<file path="config.mk">
export PLATFORM = sky130hd
export DESIGN_NAME = avl_bus_arbiter
export DESIGN_NICKNAME = d
export VERILOG_FILES = /design/src/rtl/avl_bus_arbiter.sv
export SDC_FILE = /design/constraint.sdc
export NUM_CORES = 1
export LEC_CHECK = 0
export ABC_AREA = 1
export CORE_AREA = 8 8 360 362
export DETAILED_ROUTE_END_ITERATION = 8
export DIE_AREA = 0 0 368 370
export HOLD_SLACK_MARGIN = 0.12
export PLACE_DENSITY = 0.41
export SETUP_SLACK_MARGIN = 0.02
export SYNTH_ARGS = -nofsm -noshare
export SYNTH_HDL_FRONTEND = slang
export SYNTH_SLANG_ARGS = --single-unit
export TNS_END_PERCENT = 30
</file>
<file path="constraint.sdc">
create_clock -name clk -period 9.89 [get_ports clk]
set_input_delay 1.4835 -clock clk [delete_from_list [all_inputs] [get_ports clk]]
set_output_delay 1.4835 -clock clk [all_outputs]
set_load 0.02 [all_outputs]
</file>
<file path="src/rtl/avl_bus_arbiter.sv">
// avl_bus_arbiter
//   Multiplexes MASTER_NUM master command streams onto one shared bus slave
//   port, accepting at most one command per cycle. It routes read responses
//   back to the issuing master in order, using a FIFO of master indices.
//
// Configuration macro:
//   AVL_ARB_FIXED_PRIO_EN  defined   -> fixed priority, lowest requesting index wins
//                          undefined -> round-robin starting from pointer prio
//
// Ports:
//   clk                  clock, all state on posedge
//   rest                 asynchronous active-low reset
//   m_address/byte_en/read/write/write_data   per-master command
//   m_request_ready      per-master command accepted (at most one bit set)
//   m_read_data          broadcast of s_read_data
//   m_read_data_valid    one-hot response valid for the FIFO-head master
//   m_resp_ready         per-master response accept
//   s_address/byte_en/read/write/write_data   forwarded command
//   s_request_ready      slave accepts command
//   s_read_data/_valid   slave response
//   s_resp_ready         response ready to slave (1 when nothing is outstanding)
//   rd_outstanding       outstanding-read FIFO occupancy
//   err_unexpected_resp  sticky: response arrived with no read outstanding
module avl_bus_arbiter #(
  parameter int unsigned MASTER_NUM    = 8,
  parameter int unsigned RD_FIFO_DEPTH = 8
) (
  input  logic                              clk,
  input  logic                              rest,
  input  logic [MASTER_NUM-1:0][31:0]       m_address,
  input  logic [MASTER_NUM-1:0][3:0]        m_byte_en,
  input  logic [MASTER_NUM-1:0]             m_read,
  input  logic [MASTER_NUM-1:0]             m_write,
  input  logic [MASTER_NUM-1:0][31:0]       m_write_data,
  output logic [MASTER_NUM-1:0]             m_request_ready,
  output logic [MASTER_NUM-1:0][31:0]       m_read_data,
  output logic [MASTER_NUM-1:0]             m_read_data_valid,
  input  logic [MASTER_NUM-1:0]             m_resp_ready,
  output logic [31:0]                       s_address,
  output logic [3:0]                        s_byte_en,
  output logic                              s_read,
  output logic                              s_write,
  output logic [31:0]                       s_write_data,
  input  logic                              s_request_ready,
  input  logic [31:0]                       s_read_data,
  input  logic                              s_read_data_valid,
  output logic                              s_resp_ready,
  output logic [$clog2(RD_FIFO_DEPTH):0]    rd_outstanding,
  output logic                              err_unexpected_resp
);

  localparam int unsigned IW = $clog2(MASTER_NUM);
  localparam int unsigned AW = $clog2(RD_FIFO_DEPTH);
  localparam int unsigned CW = AW + 1;
  localparam int unsigned SW = IW + 1;

  logic [MASTER_NUM-1:0] req;
  logic                  gnt_valid;
  logic [IW-1:0]         gnt_idx;
  logic                  gnt_read;
  logic                  accept;
  logic                  push;
  logic                  pop;
  logic                  fifo_full;
  logic                  fifo_empty;
  logic [IW-1:0]         head;
  logic [AW-1:0]         wr_ptr;
  logic [AW-1:0]         rd_ptr;
  logic [CW-1:0]         count;
  logic [IW-1:0]         fifo_mem [RD_FIFO_DEPTH];

  assign req = m_read | m_write;

`ifdef AVL_ARB_FIXED_PRIO_EN
  // Scan from the top down so the lowest requesting index is the last write.
  always_comb begin
    gnt_valid = 1'b0;
    gnt_idx   = '0;
    for (int unsigned i = MASTER_NUM; i > 0; i--) begin
      if (req[i-1]) begin
        gnt_valid = 1'b1;
        gnt_idx   = IW'(i - 1);
      end
    end
  end
`else
  logic [IW-1:0] prio;
  logic [SW-1:0] scan;

  // Scan offsets from farthest to nearest; the requester closest to prio
  // (going upward, wrapping) is the last write and therefore wins.
  always_comb begin
    gnt_valid = 1'b0;
    gnt_idx   = '0;
    scan      = '0;
    for (int unsigned off = MASTER_NUM; off > 0; off--) begin
      scan = {1'b0, prio} + SW'(off - 1);
      if (scan >= SW'(MASTER_NUM)) scan = scan - SW'(MASTER_NUM);
      if (req[scan[IW-1:0]]) begin
        gnt_valid = 1'b1;
        gnt_idx   = scan[IW-1:0];
      end
    end
  end

  always_ff @(posedge clk or negedge rest) begin
    if (!rest) begin
      prio <= '0;
    end else if (accept) begin
      prio <= (gnt_idx == IW'(MASTER_NUM - 1)) ? '0 : gnt_idx + IW'(1);
    end
  end
`endif

  // Read wins when a master raises both read and write.
  assign gnt_read   = gnt_valid & m_read[gnt_idx];
  assign fifo_empty = (count == '0);
  assign fifo_full  = count[AW];

  always_comb begin
    s_address    = '0;
    s_byte_en    = '0;
    s_write_data = '0;
    s_read       = 1'b0;
    s_write      = 1'b0;
    if (gnt_valid) begin
      s_address    = m_address[gnt_idx];
      s_byte_en    = m_byte_en[gnt_idx];
      s_write_data = m_write_data[gnt_idx];
      s_read       = gnt_read & ~fifo_full;
      s_write      = ~gnt_read;
    end
  end

  // A read stalled by a full FIFO keeps the grant; no other master slips in.
  assign accept = gnt_valid & s_request_ready & ~(gnt_read & fifo_full);
  assign push   = accept & gnt_read;

  always_comb begin
    m_request_ready = '0;
    if (accept) m_request_ready[gnt_idx] = 1'b1;
  end

  assign head         = fifo_mem[rd_ptr];
  assign s_resp_ready = fifo_empty ? 1'b1 : m_resp_ready[head];
  assign pop          = s_read_data_valid & s_resp_ready & ~fifo_empty;
  assign m_read_data  = {MASTER_NUM{s_read_data}};

  always_comb begin
    m_read_data_valid = '0;
    if (s_read_data_valid && !fifo_empty) m_read_data_valid[head] = 1'b1;
  end

  always_ff @(posedge clk) begin
    if (push) fifo_mem[wr_ptr] <= gnt_idx;
  end

  always_ff @(posedge clk or negedge rest) begin
    if (!rest) begin
      wr_ptr <= '0;
      rd_ptr <= '0;
      count  <= '0;
    end else begin
      if (push) wr_ptr <= wr_ptr + AW'(1);
      if (pop)  rd_ptr <= rd_ptr + AW'(1);
      case ({push, pop})
        2'b10:   count <= count + CW'(1);
        2'b01:   count <= count - CW'(1);
        default: count <= count;
      endcase
    end
  end

  always_ff @(posedge clk or negedge rest) begin
    if (!rest) begin
      err_unexpected_resp <= 1'b0;
    end else if (s_read_data_valid && fifo_empty) begin
      err_unexpected_resp <= 1'b1;
    end
  end

  assign rd_outstanding = count;

endmodule

</file>
==> results_dict.tcl <==
set metrics [dict create \
    status "complete, no violations" \
    synthFlopType "edfxtp_1" \
    setup_tns_ps 0 \
    max_freq_mhz 125 \
    wl_mm 77.4 \
    ys_warn_count 0 \
    clk_pin_slew_ps 60 \
    routed_via_density 3.37 \
    pre_cts_ws_ps 1810 \
    whs_ps 461 \
    ir_drop_mv 0.653 \
    core_mm2 0.124 \
    power_density_mw_per_mm2 511 \
    yosys_register_bits 38 \
    grt_pass1_vias 13219 \
    die_h_um 370 \
    area_growth_pct 64.8 \
    io_pins 952 \
    slew_headroom_pct 37.6 \
    setup_violations 0 \
    cts.htree.levels 2 \
    post_cts_buffers 0 \
    rsz0062_at_grt "no" \
    wl_per_cell_um 20.7 \
    final_cells 3745 \
    critPathMaxFanout 102 \
    critPathKind "primary input to output port" \
    clock_latency_ps 280 \
    drtIter0Drc 813 \
    period_share_pct 80.7 \
    ys_seq_area_share_pct 10.6 \
    numPortBuffers 663 \
    die_w_um 368 \
    dp_cells 3731 \
    critPathLaunchType "primary input" \
    maxCapViolCount 0 \
    hold_path_class "flop to flop" \
    ctsResizeCount 0 \
    synth.distinct_cells 36 \
    setup_ws_ps 1910 \
    grt-ovfl-total 0 \
    nets 2702 \
    cts_hold_repair.buffers 0 \
    grt_pass1_wl_mm 105 \
    vias 12635 \
    synth.net_count 2394 \
    synthCells 1780 \
    antenna_left 0 \
    hold_viol_final 0 \
    grt_start_max_net_pins 112 \
    start_util_pct 8.13 \
    routabilityCongestion 0.877 \
    synth_async_sr_flop_share_pct 36.8 \
    synth_area_per_cell_um2 5.68 \
    antenna_found_initial 6 \
    drv_slew 0 \
    cts_tree "built" \
    crit_path_end_kind "output port" \
    hpwl_mm 64.2 \
    skew_ps 6.34 \
    synth_edf_count 24 \
    cts_root_buf "clkbuf_16" \
    drive_above_1_share_pct 5.60 \
    post-route-min-period_ps 7980 \
    min_path_cells 1 \
    first_pass_iters 5 \
    die-area_mm2 0.136 \
    fp-row-count 130 \
    cts_num_sinks 38 \
    numCtsBuffers 5 \
    clock_path_buffers 2 \
    drc 0 \
    worstPathRequired_ps 8410 \
    grtUsageTotal_pct 10.6 \
    syn_area_mm2 0.0101 \
    rr_worst_depth 29 \
    worst_pin_slew_ps 936 \
    p_leak_nw 5.91 \
    cp.arrival_ps 6500 \
]
path summary, 6_finish.rpt:
path,startpoint,endpoint,slack (ps)
max in group asynchronous,rest,rd_outstanding[0],7680
min in group asynchronous,rest,rd_ptr[0],1690
worst min-delay path,err_unexpected_resp,err_unexpected_resp,460
worst max register to register,prio[0],rd_outstanding[3],4590
worst max-delay path,m_write[5],s_write_data[1],1910
worst min register to register,err_unexpected_resp,err_unexpected_resp,460
sequential cells by signal (all words and copies together) (netlist names):
name and count:
err_unexpected_resp 1, rd_outstanding 4, fifo_mem 24, wr_ptr 3
rd_ptr 3, prio 3
where the power goes:
part	switching (W)	internal, W
clock network	0.0000649	0.000145
logic	0.00548	0.00251
registers	0.0000650	0.000246
cell families after synthesis:
group | Yosys count | synth area share, %
adder cells (fa/ha/maj) | 10 | 1.31
multiplexers | 2 | 0.198
AO/OA/AOI/OAI | 436 | 21.9
XOR/XNOR | 9 | 1.00
flip-flops | 38 | 10.6
AND/OR/NAND/NOR | 860 | 37.3
buffers and inverters | 425 | 27.7
Yosys cell counts, drive strengths merged (2+ instances only):
library cell | instances | area, um^2
o32ai | 4 | 35.0
a21oi | 144 | 724
ha | 9 | 113
nand3 | 49 | 255
nand3b | 3 | 22.5
nand2 | 132 | 510
buf | 344 | 2490
clkbuf | 35 | 131
nand4 | 2 | 12.5
xnor2 | 3 | 41.3
o21ai | 284 | 1420
edfxtp | 24 | 721
dfrtp | 14 | 350
mux2i | 2 | 20.0
o221ai | 2 | 17.5
nor4 | 2 | 12.5
inv | 45 | 169
xor2 | 6 | 60.1
nor3 | 68 | 681
nor2 | 603 | 2270
stage by stage:
| step | utilization (%) | power [W] | area [um^2] |
|---|---|---|---|
| after detailed placement | 13.2 | 0.00864 | 16400 |
| after global placement | 13.2 | 0.00868 | 16400 |
| after floorplan | - | 0.00489 | 10100 |
| final | 13.4 | 0.00851 | 16600 |
| after CTS | 13.4 | 0.00888 | 16600 |
| after global routing | 13.4 | 0.00933 | 16600 |
cell usage in the layout (no fill, tap or decap), types with 2 or more instances in the layout:
cell type and n:
a21oi_1 143, buf_12 6, buf_4 11, bufinv_16 2, clkbuf_16 5, clkdlybuf4s50_1 663, dfrtp_1 14, diode_2 6
edfxtp_1 24, ha_1 9, inv_1 37, inv_2 5, mux2i_1 2, nand2_1 125, nand2_2 4, nand2_8 2
nand3_1 47, nand3_2 2, nand3b_1 3, nand4_1 2, nor2_1 601, nor2_2 2, nor3_2 67, nor4_1 2
o21ai_0 70, o21ai_1 214, o221ai_1 2, o32ai_1 4, xnor2_2 2, xor2_1 5
critical path, stage by stage:
cell and delay (ps):
clkdlybuf4s50_1 470, nor2_1 190, nand2_1 80, nand2_1 120
nand2_1 70, nand3_1 90, nand2_1 150, a21oi_2 190
nand2_1 80, nand2_1 60, nand2_1 60, nand2_2 150
nand2_8 330, inv_8 600, buf_4 570, nor2_1 70
o21ai_0 210, a21oi_1 110, nor3_2 290, clkdlybuf4s50_1 810
area by class of cell:
class,instances,area [um^2]
Sequential cell,38,1070
Multi-Input combinational cell,1317,6280
Fill cell,14488,108000
Inverter,46,188
Clock inverter,3,68.8
Antenna cell,6,15.0
Timing Repair Buffer,680,6840
Tap cell,1650,2060
Clock buffer,5,125
per-layer routing:
| metal | share of wire [%] | GRT usage (%) |
|---|---|---|
| met1 | 42 | 13.0 |
| met2 | 48 | 18.2 |
| met3 | 8.2 | 3.26 |
| met4 | 1.8 | 1.96 |
| met5 | 0 | 0 |
(Power assumes the default switching activity.)
